**src/rtl/sqrt_pkg.sv**
```systemverilog
`default_nettype none
// ============================================================================
// Module   : sqrt_pkg
// Brief    : Shared FSM state type and width helpers for the sequential sqrt.
// Revision : 1.0 - initial release
// ============================================================================
package sqrt_pkg;

  typedef enum logic [1:0] {
    IDLE  = 2'd0,
    CALC  = 2'd1,
    ROUND = 2'd2,
    DONE  = 2'd3
  } state_t;

  // Result width: half the radicand integer bits (rounded up) plus fraction bits.
  function automatic int out_w(input int in_w, input int frac_w);
    return (in_w + 1) / 2 + frac_w;
  endfunction

  function automatic int iter(input int in_w, input int frac_w, input int bpc);
    return out_w(in_w, frac_w) / bpc;
  endfunction

endpackage
`default_nettype wire

```
**src/rtl/sqrt_fixed_seq_if.sv**
```systemverilog
`default_nettype none
// ============================================================================
// Module   : sqrt_fixed_seq_if
// Brief    : Radicand-in / root-out valid-ready handshake bundle.
// Revision : 1.0 - initial release
// ============================================================================
interface sqrt_fixed_seq_if #(
  parameter int IN_W  = 16,
  parameter int OUT_W = 16
);

  logic             in_valid;
  logic             in_ready;
  logic [IN_W-1:0]  in_data;
  logic             out_valid;
  logic             out_ready;
  logic [OUT_W-1:0] out_root;
  logic             out_exact;

  modport master (
    output in_valid, in_data, out_ready,
    input  in_ready, out_valid, out_root, out_exact
  );

  modport slave (
    input  in_valid, in_data, out_ready,
    output in_ready, out_valid, out_root, out_exact
  );

endinterface
`default_nettype wire

```
**src/rtl/sqrt_step.sv**
```systemverilog
`default_nettype none
// ============================================================================
// Module   : sqrt_step
// Brief    : One restoring digit-by-digit square-root step (one result bit).
// Revision : 1.0 - initial release
// ============================================================================
module sqrt_step #(
  parameter int OUT_W = 16
) (
  input  wire logic [OUT_W+1:0] rem_i,
  input  wire logic [OUT_W-1:0] q_i,
  input  wire logic [1:0]       bits_i,
  output logic      [OUT_W+1:0] rem_o,
  output logic      [OUT_W-1:0] q_o
);

  logic [OUT_W+1:0] w_sh;
  logic [OUT_W+1:0] w_t;
  logic             w_ge;

  // The partial remainder never exceeds 2*Q, so its top two bits are zero on
  // entry; if they were set the shifted value would certainly exceed T.
  always_comb begin
    w_sh  = {rem_i[OUT_W-1:0], bits_i};
    w_t   = {q_i, 2'b01};
    w_ge  = (|rem_i[OUT_W+1:OUT_W]) || (w_sh >= w_t);
    rem_o = w_ge ? (w_sh - w_t) : w_sh;
    q_o   = {q_i[OUT_W-2:0], w_ge};
  end

endmodule
`default_nettype wire

```
**src/rtl/sqrt_fixed_seq.sv**
```systemverilog
`default_nettype none
// ============================================================================
// Module   : sqrt_fixed_seq
// Brief    : Sequential fixed-point sqrt, BPC root bits per cycle, one op in
//            flight. Define SQRT_ROUND_EN for round-half-up via a ROUND state.
// Revision : 1.0 - initial release
// ============================================================================
module sqrt_fixed_seq
  import sqrt_pkg::*;
#(
  parameter int IN_W   = 16,
  parameter int FRAC_W = 8,
  parameter int BPC    = 1
) (
  input wire logic         clock,
  input wire logic         reset,
  sqrt_fixed_seq_if.slave  bus
);

  localparam int OUT_W = out_w(IN_W, FRAC_W);
  localparam int ITER  = iter(IN_W, FRAC_W, BPC);
  localparam int RAD_W = 2 * OUT_W;
  localparam int REM_W = OUT_W + 2;
  localparam int CNT_W = (ITER > 1) ? $clog2(ITER) : 1;

  if (((OUT_W % BPC) != 0) || !((BPC == 1) || (BPC == 2) || (BPC == 4))) begin : g_bpc_check
    $fatal(1, "sqrt_fixed_seq: BPC must be 1, 2 or 4 and divide OUT_W");
  end

  state_t           state_q, state_d;
  logic [RAD_W-1:0] r_q,     r_d;
  logic [REM_W-1:0] rem_q,   rem_d;
  logic [OUT_W-1:0] q_q,     q_d;
  logic [CNT_W-1:0] cnt_q,   cnt_d;

  logic [RAD_W-1:0] w_r_load;
  logic [REM_W-1:0] w_rem [0:BPC];
  logic [OUT_W-1:0] w_q   [0:BPC];

  assign w_r_load = RAD_W'(bus.in_data) << (2 * FRAC_W);

  assign w_rem[0] = rem_q;
  assign w_q[0]   = q_q;

  // Radicand bit pairs are consumed MSB first, one pair per chained step.
  for (genvar k = 0; k < BPC; k++) begin : g_step
    sqrt_step #(
      .OUT_W (OUT_W)
    ) u_step (
      .rem_i  (w_rem[k]),
      .q_i    (w_q[k]),
      .bits_i (r_q[RAD_W-1-2*k -: 2]),
      .rem_o  (w_rem[k+1]),
      .q_o    (w_q[k+1])
    );
  end

  always_ff @(posedge clock) begin
    if (reset) begin
      state_q <= IDLE;
      r_q     <= '0;
      rem_q   <= '0;
      q_q     <= '0;
      cnt_q   <= '0;
    end else begin
      state_q <= state_d;
      r_q     <= r_d;
      rem_q   <= rem_d;
      q_q     <= q_d;
      cnt_q   <= cnt_d;
    end
  end

  always_comb begin
    state_d = state_q;
    r_d     = r_q;
    rem_d   = rem_q;
    q_d     = q_q;
    cnt_d   = cnt_q;
    case (state_q)
      IDLE: begin
        if (bus.in_valid) begin
          r_d     = w_r_load;
          rem_d   = '0;
          q_d     = '0;
          cnt_d   = CNT_W'(ITER - 1);
          state_d = CALC;
        end
      end
      CALC: begin
        r_d   = r_q << (2 * BPC);
        rem_d = w_rem[BPC];
        q_d   = w_q[BPC];
        if (cnt_q == '0) begin
`ifdef SQRT_ROUND_EN
          state_d = ROUND;
`else
          state_d = DONE;
`endif
        end else begin
          cnt_d = cnt_q - CNT_W'(1);
        end
      end
      ROUND: begin
`ifdef SQRT_ROUND_EN
        // REM > Q means the true root is at least Q + 0.5.
        if (rem_q > {2'b00, q_q}) begin
          q_d = (&q_q) ? q_q : (q_q + OUT_W'(1));
        end
`endif
        state_d = DONE;
      end
      DONE: begin
        if (bus.out_ready) begin
          state_d = IDLE;
        end
      end
      default: state_d = IDLE;
    endcase
  end

  assign bus.in_ready  = (state_q == IDLE);
  assign bus.out_valid = (state_q == DONE);
  assign bus.out_root  = q_q;
  assign bus.out_exact = (state_q == DONE) && (rem_q == '0);

endmodule
`default_nettype wire
```
**src/flat_wrapper.sv**
```systemverilog
// flat-port wrapper written by rule: the top's interface ports become plain ports
module sqrt_fixed_seq_flat import sqrt_pkg::*;
#(
  parameter int IN_W   = 16,
  parameter int FRAC_W = 8,
  parameter int BPC    = 1
)
  (clock, reset, bus_in_valid, bus_in_data, bus_out_ready, bus_in_ready, bus_out_valid, bus_out_root, bus_out_exact);
  sqrt_fixed_seq_if #(.IN_W(IN_W)) bus_i ();
  input wire logic clock;
  input wire logic reset;
  input wire logic [$bits(bus_i.in_valid)-1:0] bus_in_valid;
  input wire logic [$bits(bus_i.in_data)-1:0] bus_in_data;
  input wire logic [$bits(bus_i.out_ready)-1:0] bus_out_ready;
  output wire logic [$bits(bus_i.in_ready)-1:0] bus_in_ready;
  output wire logic [$bits(bus_i.out_valid)-1:0] bus_out_valid;
  output wire logic [$bits(bus_i.out_root)-1:0] bus_out_root;
  output wire logic [$bits(bus_i.out_exact)-1:0] bus_out_exact;
  assign bus_i.in_valid = bus_in_valid;
  assign bus_i.in_data = bus_in_data;
  assign bus_i.out_ready = bus_out_ready;
  assign bus_in_ready = bus_i.in_ready;
  assign bus_out_valid = bus_i.out_valid;
  assign bus_out_root = bus_i.out_root;
  assign bus_out_exact = bus_i.out_exact;
  sqrt_fixed_seq #(.IN_W(IN_W), .FRAC_W(FRAC_W), .BPC(BPC)) u_core (.clock(clock), .reset(reset), .bus(bus_i));
endmodule
```
**config.mk**
```make
export PLATFORM = sky130hd
export DESIGN_NAME = sqrt_fixed_seq_flat
export DESIGN_NICKNAME = d
export VERILOG_FILES = /design/src/rtl/sqrt_pkg.sv /design/src/rtl/sqrt_fixed_seq_if.sv /design/src/rtl/sqrt_step.sv /design/src/rtl/sqrt_fixed_seq.sv /design/src/flat_wrapper.sv
export SDC_FILE = /design/constraint.sdc
export NUM_CORES = 1
export LEC_CHECK = 0
export CORE_MARGIN = 8
export CORE_UTILIZATION = 41
export CTS_CLUSTER_DIAMETER = 120
export DETAILED_ROUTE_END_ITERATION = 7
export PLACE_DENSITY = 0.71
export SLEW_MARGIN = 25
export SYNTH_ARGS = -nofsm -noshare
export SYNTH_HDL_FRONTEND = slang
export SYNTH_SLANG_ARGS = --single-unit
```
**constraint.sdc**
```tcl
create_clock -name clock -period 6.85 [get_ports clock]
set_input_delay 1.37 -clock clock [delete_from_list [all_inputs] [get_ports clock]]
set_output_delay 1.37 -clock clock [all_outputs]
set_load 0.1 [all_outputs]
```
Yosys cells after proc, flatten, opt, wreduce, memory -nomap -nowiden
Cells that the tools add are included.
W data, S select, Z words.
{"block": "classes", "addsub": 2, "order_cmp": 1, "eq_ne": 7, "n_mux": 14, "reduce_logical": 10}
{"cell": "$pmux W32 S2", "count": 1}
{"cell": "$mux W18", "count": 2}
{"cell": "$pmux W18 S2", "count": 1}
{"cell": "$mux W32", "count": 1}
{"cell": "$pmux W16 S2", "count": 1}
{"cell": "$ge A18 B18 Y1", "count": 1}
{"cell": "$logic_not A18 Y1", "count": 1}
{"cell": "$sub A18 B18 Y18", "count": 1}
{"cell": "$mux W16", "count": 1}
{"cell": "$mux W4", "count": 2}
{"cell": "$pmux W2 S4", "count": 1}
{"cell": "$pmux W4 S2", "count": 1}
{"cell": "$mux W2", "count": 3}
{"cell": "$ne A2 B2 Y1 const B", "count": 3}
{"cell": "$reduce_and A3 Y1", "count": 2}
{"cell": "$eq A2 B2 Y1 const B", "count": 2}
{"cell": "$logic_not A4 Y1", "count": 1}
{"cell": "$sub A4 B1 Y4 const B", "count": 1}
{"cell": "$eq A2 B1 Y1 const B", "count": 1}
{"cell": "$logic_not A2 Y1", "count": 1}
{"cell": "$ne A2 B1 Y1 const B", "count": 1}
{"cell": "$reduce_and A2 Y1", "count": 1}
{"cell": "$reduce_bool A2 Y1", "count": 1}
{"cell": "$reduce_or A2 Y1", "count": 1}
{"cell": "2 further kinds", "count": 2}
{"block": "totals", "ff_bits": 72, "input_bits": 20, "output_inout_bits": 19, "word_cells": 39}

Longest topological paths before layout
Gate-level depths: netlist (run 1).
{"block": "logic_depth", "depth_word": 4, "ltp_mapped": 10, "ltp_nobuf": 9}

By module
A second synthesis (run 1) with hierarchy kept.
{"block": "hier_totals", "hier_cells": 452, "area_unflattened_um2": 3794.9}
{"mod": "sqrt_fixed_seq", "instances": 1, "cells_per_inst": 259, "area_each_um2": 2441.1, "seq_area_each_um2": 1121.1}
{"mod": "sqrt_step", "instances": 1, "cells_per_inst": 193, "area_each_um2": 1353.8, "seq_area_each_um2": 0.0}

Least setup slack after synthesis (run 1)
Ideal clock, no wire load.
{"block": "synth_path", "path_type": "register -> output", "start": "reg u_core.state_q[0]", "end": "out bus_out_exact", "arrival_ns": 2.679, "setup_slack_ns": 2.801, "path_stages_with_launch": 4, "path_buffers": 0, "cell_sequence": "dfxtp_1 ha_1 nand4_1 nor2_1"}
{"block": "synth_via", "elab_chain_len": 2}
{"item": "start, declared", "line_no": "sqrt_fixed_seq.sv:30", "text": "state_t state_q, state_d;"}
{"item": "start signal, assigned", "line_no": "sqrt_fixed_seq.sv:66", "text": "state_q <= state_d;"}
{"item": "$eq A2 B2 Y1"}
{"item": "via bus_out_valid", "line_no": "flat_wrapper.sv:16", "text": "output wire logic [$bits(bus_i.out_valid)-1:0] bus_out_valid;"}
{"item": "$logic_and A1 B1 Y1", "line_no": "sqrt_fixed_seq.sv:125", "text": "assign bus.out_exact = (state_q == DONE) && (rem_q == '0);"}
{"item": "end, declared", "line_no": "flat_wrapper.sv:18", "text": "output wire logic [$bits(bus_i.out_exact)-1:0] bus_out_exact;"}
The timed path passes the listed nets, and every way through them passes these cells.

Worst setup path in the final report (run 1)
{"block": "layout_path", "start": "reg u_core.state_q[0]", "end": "out bus_out_exact"}
{"block": "layout_via", "elab_chain_len": 2}
{"item": "$eq A2 B2 Y1", "line_no": "sqrt_fixed_seq.sv:125"}
{"item": "$logic_and A1 B1 Y1", "line_no": "sqrt_fixed_seq.sv:125"}
Every way passes these cells.

==> flow_summary.toml, run 1 <==
[run_status]
run_status = "completed"

[route]
antenna_violating_nets_post_route = 0
dr_vias = 2804
first_drt_pass_iteration_count = 4
drt_wl_total_mm = 7.46
route.detailed.vias_per_inst = 5.49
drt_first_iter_violations = 152
wl_per_cell_um = 14.6
drc = 0

[die]
placement_rows = 32
io-pin-count = 39
floorplan.initialDensity_pct = 42.5
floorplan.die.width_um = 106
dieArea_um2 = 11100
die_h_um = 106
core-area_um2 = 7730

[finish]
post-route-cell-area_um2 = 3820
nFillCells = 743
nNetsFinal = 451
layout-area-overhead-vs-synth_pct = 16.2
insertedDiodeCount = 0
layout-drive-gt1-share_pct = 6.36

[placement]
post-dp-hpwl_mm = 5.53
globalplace.congestion = 0.880
placedInstanceArea_um2 = 3730
numPortBuffers = 38
placement.setup.worst_slack_ps = 3190

[timing]
finalHoldViolCount = 0
achievable-frequency_ghz = 0.262
finalSetupViolCount = 0
finClkSkew_ps = 8.75
fin_crit_sh_pct = 55.8
unrepaired_setup_endpoints_after_global_routing = "false"
layout_min_cycle_time_ps = 3820
setup_total_negative_slack_ps = 0
slew_violations = 0
slew_headroom_pct = 32.8
worstMarginPinSlew_ps = 1010
final.setup.worst_slack_ps = 3030

[worst_setup_path]
critPathMaxStageDelay_ps = 1150
timing.critical_path.slowest_stage_cell = "sky130_fd_sc_hd__clkdlybuf4s50_1"
start_kind = "flop"
critical_path_arrival_ps = 2450
timing.critical_path.cells = "ha_1 > nand4_1 > nor2_1 > clkdlybuf4s50_1"
worstPathBufferInverterCount = 1
cp_max_fo = 5
timing.critical_path.required_ps = 5480
critical-path-top-delay-family = "buffers and inverters"
worst_setup_path_end_kind = "output port"
worstSetupPathType = "flop to output port"

[power]
power.internal_mw = 1.15
pwr-share-seq_pct = 22.5
peakVddDrop_v = 0.000351
share_of_power_burned_in_the_clock_network_pct = 8.3
total_leakage_power_nw = 1.47
power.net_switching_mw = 1.04
power.density_nw_per_um2 = 574
power.share.switching_pct = 47.6
power_frac_comb_pct = 69.2

[logic_synthesis]
synth_enable_flop_cells = 0
synthFlopType = "sky130_fd_sc_hd__dfxtp_1"
synth.top_cells.by_count = "56 x sky130_fd_sc_hd__dfxtp_1, 51 x sky130_fd_sc_hd__nor2_1, 25 x sky130_fd_sc_hd__inv_1, 24 x sky130_fd_sc_hd__mux2i_1, 23 x sky130_fd_sc_hd__ha_1"
postSynthNetCount = 421
yosys_register_bits = 56
yosys.area.top_type_share_pct = 34.1
ys_seq_area_share_pct = 34.1
synthMostInstantiatedCell = "sky130_fd_sc_hd__dfxtp_1"
synth_area_um2 = 3280
synth_top_area_cell = "sky130_fd_sc_hd__dfxtp_1"
synth_cells = 378
synth_async_sr_flop_share_pct = 0
ys_warnings = 0
synth.top_cells.by_area = "sky130_fd_sc_hd__dfxtp_1 34%, sky130_fd_sc_hd__ha_1 8.8%, sky130_fd_sc_hd__mux2i_1 7.3%, sky130_fd_sc_hd__nor2_1 5.8%, sky130_fd_sc_hd__a211oi_1 4.8%"
post_synth.cell_area_avg_um2 = 8.69
synth.lib_cells_used.distinct = 54

[cts]
cts_num_sinks = 56
h-tree-depth = 2
postCtsResizedCells = 0
cts_root_buf = "sky130_fd_sc_hd__clkbuf_8"
number_of_buffers_inserted_by_post_cts_setup_repair = 0
cts.reportedPaths.clkPinSlew_ps = 90
cts_buffer_count = 5
max-clock-path-buffers = 2
clk_latency_ps = 310
post_cts_hold_buffer_count = 0
tritoncts = "yes"

[grt]
grt_util_met2_pct = 21.4
grt.met3_usage_pct = 3.35
grt_pass1_vias = 2598
grt_busiest_layer = "met2"
antenna_violations_before_repair = 0
global_route_wire_length_before_repair_mm = 12.3
global_route.overflow_total = 0
grt_usage_pct = 13.1
met1_track_utilization_from_global_routing_pct = 16.4
maximum_number_of_pins_on_one_net_before_global_route_repair = 42

[worst_hold_path]
timing.hold.worst.class = "flop to flop"

[job]
maxCapViolations = 0
[stage by stage]
stage | utilization (%) | hold slack (ps) | power (mW) | instances
global placement | 48.3 | 483 | 1.99 | 503
detailed placement | 48.3 | 491 | 2.01 | 503
CTS | 49.4 | 505 | 2.20 | 511
floorplan | - | 453 | 1.78 | 378
finish | 49.4 | 504 | 2.19 | 511
global route | 49.4 | 529 | 2.35 | 511
[power by group through the flow]
| stage | registers, mW | clock network (mW) | logic, mW |
|---|---|---|---|
| final | 0.493 | 0.181 | 1.51 |
| after global routing | 0.505 | 0.202 | 1.65 |
| after CTS | 0.493 | 0.188 | 1.51 |
| after detailed placement | 0.500 | 0 | 1.51 |
| after global placement | 0.497 | 0 | 1.49 |
| after floorplan | 0.490 | 0 | 1.29 |
[layout by cell type (no fill, tap or decap), types with 3 or more instances in the layout]
master                            netlist  routed
sky130_fd_sc_hd__dfxtp_1               56      56
sky130_fd_sc_hd__nor2_1                51      50
sky130_fd_sc_hd__clkdlybuf4s50_1        0      38
sky130_fd_sc_hd__inv_1                 25      25
sky130_fd_sc_hd__mux2i_1               24      24
sky130_fd_sc_hd__ha_1                  23      23
sky130_fd_sc_hd__nand2_1               22      22
sky130_fd_sc_hd__a211oi_1              21      21
sky130_fd_sc_hd__o21ai_1               17      17
sky130_fd_sc_hd__a22oi_1               17      17
sky130_fd_sc_hd__a21oi_1               14      14
sky130_fd_sc_hd__xnor2_1               10      10
sky130_fd_sc_hd__xor2_1                 7       7
sky130_fd_sc_hd__nor4_1                 6       6
sky130_fd_sc_hd__o21ai_0                6       6
sky130_fd_sc_hd__a32oi_1                6       6
sky130_fd_sc_hd__and3_1                 5       5
sky130_fd_sc_hd__clkbuf_8               0       5
sky130_fd_sc_hd__nand2b_1               4       4
sky130_fd_sc_hd__o21a_1                 4       4
sky130_fd_sc_hd__nand3_1                4       4
sky130_fd_sc_hd__nor3_1                 3       3
sky130_fd_sc_hd__a21o_1                 3       3
[routing by layer]
| layer | share of wire [%] | vias to the layer above | routed length [um] |
|---|---|---|---|
| met1 | 46 | 1305 | 3460 |
| met4 | 1.4 | 0 | 107 |
| met3 | 5.0 | 11 | 375 |
| met2 | 47 | 67 | 3520 |
| met5 | 0 | - | 0 |
| li1 | - | 1421 | - |
[kinds of logic (layout without fill, tap and decap cells)]
group	Yosys count	in the layout	share of synthesized area, %
compound gates	109	109	24.4
simple gates	107	107	15.6
flops	56	56	34.1
buf+inv	42	73	5.22
mux	24	24	7.31
fa+ha+maj	23	23	8.76
xor+xnor	17	17	4.53
[registers in the layout, indices dropped and copies added, names as in the netlist]
name / cells
u_core.state_q: 2
u_core.bus.out_root: 16
u_core.cnt_q: 4
u_core.r_q: 16
u_core.rem_q: 18
[worst paths after layout]
kind | cells past startpoint | slack (ps) | from | end
min | 1 | 500 | u_core.cnt_q[0]$_SDFFE_PP0P_ | u_core.cnt_q[0]$_SDFFE_PP0P_
min reg2reg | 1 | 500 | u_core.cnt_q[0]$_SDFFE_PP0P_ | u_core.cnt_q[0]$_SDFFE_PP0P_
max reg2reg | 5 | 3910 | u_core.state_q[0]$_SDFFE_PP0P_ | u_core.rem_q[13]$_SDFFE_PP0P_
max | 4 | 3030 | u_core.state_q[0]$_SDFFE_PP0P_ | bus_out_exact
[worst reg2reg max path, cell delays in order, from the launching register on]
cell and delay [ps]:
sky130_fd_sc_hd__dfxtp_1 420, sky130_fd_sc_hd__ha_1 850, sky130_fd_sc_hd__o21a_1 880, sky130_fd_sc_hd__nor2_2 350, sky130_fd_sc_hd__a32oi_1 260, sky130_fd_sc_hd__o21ai_1 90
[cell type report]
class	count	area (um2)	share of cell area (%)
timing repair buffer	40	395	10.4
clock inverter	1	8.76	0.229
tap	102	128	3.34
sequential	56	1120	29.4
multi-input combinational	280	1990	52.2
inverter	25	93.8	2.46
clock buffer	7	76.3	2.00
(Power assumes the default switching activity.)
==> run 2, diff against run 1 <==
--- a/config.mk
+++ b/config.mk
@@ -9,7 +9,7 @@
 export CORE_UTILIZATION = 41
 export CTS_CLUSTER_DIAMETER = 120
 export DETAILED_ROUTE_END_ITERATION = 7
-export PLACE_DENSITY = 0.71
+export PLACE_DENSITY = 0.73
 export SLEW_MARGIN = 25
 export SYNTH_ARGS = -nofsm -noshare
 export SYNTH_HDL_FRONTEND = slang
==> constraint.sdc (replaced) <==
create_clock -name clock -period 3.12 [get_ports clock]
set_input_delay 0.624 -clock clock [delete_from_list [all_inputs] [get_ports clock]]
set_output_delay 0.624 -clock clock [all_outputs]
set_load 0.1 [all_outputs]
==> flow_summary.toml, run 2 (synthesis gave the netlist of run 1 again) <==
[run_status]
run_status = "completed"

[cts]
tritoncts = "yes"
post_cts_hold_buffer_count = 0
cts.reportedPaths.clkPinSlew_ps = 100
max-clock-path-buffers = 2
number_of_buffers_inserted_by_post_cts_setup_repair = 0
postCtsResizedCells = 0
cts_root_buf = "sky130_fd_sc_hd__clkbuf_8"
h-tree-depth = 2
cts_buffer_count = 5
clk_latency_ps = 320
cts_num_sinks = 56

[route]
first_drt_pass_iteration_count = 4
wl_per_cell_um = 14.8
drc = 0
dr_vias = 2860
drt_wl_total_mm = 7.68
drt_first_iter_violations = 163
route.detailed.vias_per_inst = 5.53
antenna_violating_nets_post_route = 0

[grt]
grt_pass1_vias = 2890
antenna_violations_before_repair = 0
grt_usage_pct = 13.8
global_route.overflow_total = 0
global_route_wire_length_before_repair_mm = 13.2
maximum_number_of_pins_on_one_net_before_global_route_repair = 30

[timing]
achievable-frequency_ghz = 0.370
finClkSkew_ps = 11.8
fin_crit_sh_pct = 86.6
layout_min_cycle_time_ps = 2700
setup_total_negative_slack_ps = 0
worstMarginPinSlew_ps = 870
slew_violations = 0
finalSetupViolCount = 0
whs_ps = 497
finalHoldViolCount = 0
slew_headroom_pct = 41.8
unrepaired_setup_endpoints_after_global_routing = "false"

[finish]
nNetsFinal = 457
layout_commonest_cell = "sky130_fd_sc_hd__dfxtp_1"
registers.top_by_ff_count = "u_core.rem_q"
layout_common_cells = "56 x sky130_fd_sc_hd__dfxtp_1, 49 x sky130_fd_sc_hd__nor2_1, 26 x sky130_fd_sc_hd__buf_4, 25 x sky130_fd_sc_hd__inv_1, 24 x sky130_fd_sc_hd__mux2i_1"
layout-area-overhead-vs-synth_pct = 16.8
max_ffs_per_register = 18
layout-drive-gt1-share_pct = 13.0
nFillCells = 750
insertedDiodeCount = 0

[die]
core-area_um2 = 7730
floorplan.initialDensity_pct = 42.5
die_h_um = 106
dieArea_um2 = 11100
placement_rows = 32
floorplan.die.width_um = 106
io-pin-count = 39

[worst_setup_path]
critical_path_arrival_ps = 2900
timing.critical_path.slowest_stage_cell = "sky130_fd_sc_hd__a31oi_4"
start_kind = "flop"
timing.critical_path.cells = "inv_1 > ha_1 > nor2b_4 > o311a_4 > o21ai_2 > o211ai_2 > a31oi_4 > buf_12 > mux2i_1 > o21ai_1"
worstSetupPathType = "flop to flop"
critPathMaxStageDelay_ps = 460
timing.critical_path.required_ps = 3310
timing.reg2reg.worst_path_depth = 10
worst_setup_path_end_kind = "flop"
cp_max_fo = 13

[power]
peakVddDrop_v = 0.000841
power.share.switching_pct = 46.8
total_leakage_power_nw = 1.54
power.density_nw_per_um2 = 1300
pwr-share-seq_pct = 21.6
power.internal_mw = 2.66
share_of_power_burned_in_the_clock_network_pct = 8.3
power_frac_comb_pct = 70.1
power.net_switching_mw = 2.34

[worst_hold_path]
holdPathStages = 2
timing.hold.worst.class = "flop to flop"

[job]
maxCapViolations = 0

[placement]
numPortBuffers = 38
post-dp-hpwl_mm = 5.85
globalplace.congestion = 0.916
[run 2: critical path: cells and delay by family, from the launching register on]
family	cells	cell delay, ps
AO/OA/AOI/OAI	5	1170
flip-flops	1	410
adder cells (fa/ha/maj)	1	350
buffers and inverters	2	290
multiplexers	1	200
AND/OR/NAND/NOR	1	150
[run 2: final timing paths]
path / to / startpoint / slack (ps)
hold reg to reg: u_core.rem_q[0]$_SDFFE_PP0P_ / u_core.rem_q[0]$_SDFFE_PP0P_ / 500
setup / recovery: u_core.rem_q[6]$_SDFFE_PP0P_ / u_core.bus.out_root[0]$_SDFFE_PP0P_ / 420
hold / removal: u_core.rem_q[0]$_SDFFE_PP0P_ / u_core.rem_q[0]$_SDFFE_PP0P_ / 500
setup reg to reg: u_core.rem_q[6]$_SDFFE_PP0P_ / u_core.bus.out_root[0]$_SDFFE_PP0P_ / 420
[run 2: layout make-up]
type,count,area [um2],area share [%]
Multi-Input combinational cell,280,2000,52.1
Inverter,25,93.8,2.45
Timing Repair Buffer,46,405,10.6
Sequential cell,56,1120,29.2
Clock inverter,3,22.5,0.587
Clock buffer,5,68.8,1.79
Tap cell,102,128,3.33
[run 2: power groups by stage]
stage               Sequential (mW)  Combinational [mW]  Clock, mW
floorplan                      1.08                2.83          0
global placement               1.08                3.42          0
detailed placement             1.09                3.49          0
CTS                            1.08                3.50      0.432
global route                   1.11                3.84      0.447
finish                         1.08                3.51      0.416
[run 2: layer usage]
layer / wire [um] / global-route usage (%) / vias up
li1: - / - / 1435
met1: 3580 / 17.0 / 1357
met2: 3670 / 23.6 / 61
met3: 379 / 3.65 / 7
met4: 55 / 3.12 / 0
met5: 0 / 0 / -
[run 2: metrics by stage]
stage / utilization, % / worst slack (ps) / cells / instance area (um2) / total power, mW
2_1_floorplan: - / 135 / 378 / 3290 / 3.91
3_3_place_gp: 48.4 / 462 / 509 / 3740 / 4.51
3_5_place_dp: 48.5 / 439 / 509 / 3740 / 4.59
4_1_cts: 49.6 / 426 / 517 / 3840 / 5.01
5_1_grt: 49.6 / 250 / 517 / 3840 / 5.40
6_report: 49.6 / 417 / 517 / 3840 / 5.00
==> run 3, diff against run 2 <==
--- a/config.mk
+++ b/config.mk
@@ -5,6 +5,7 @@
 export SDC_FILE = /design/constraint.sdc
 export NUM_CORES = 1
 export LEC_CHECK = 0
+export ABC_CLOCK_PERIOD_IN_PS = 3120
 export CORE_MARGIN = 8
 export CORE_UTILIZATION = 41
 export CTS_CLUSTER_DIAMETER = 120
==> results of run 3 <==
Final layout, timing and power as in run 2 (identical DEF).
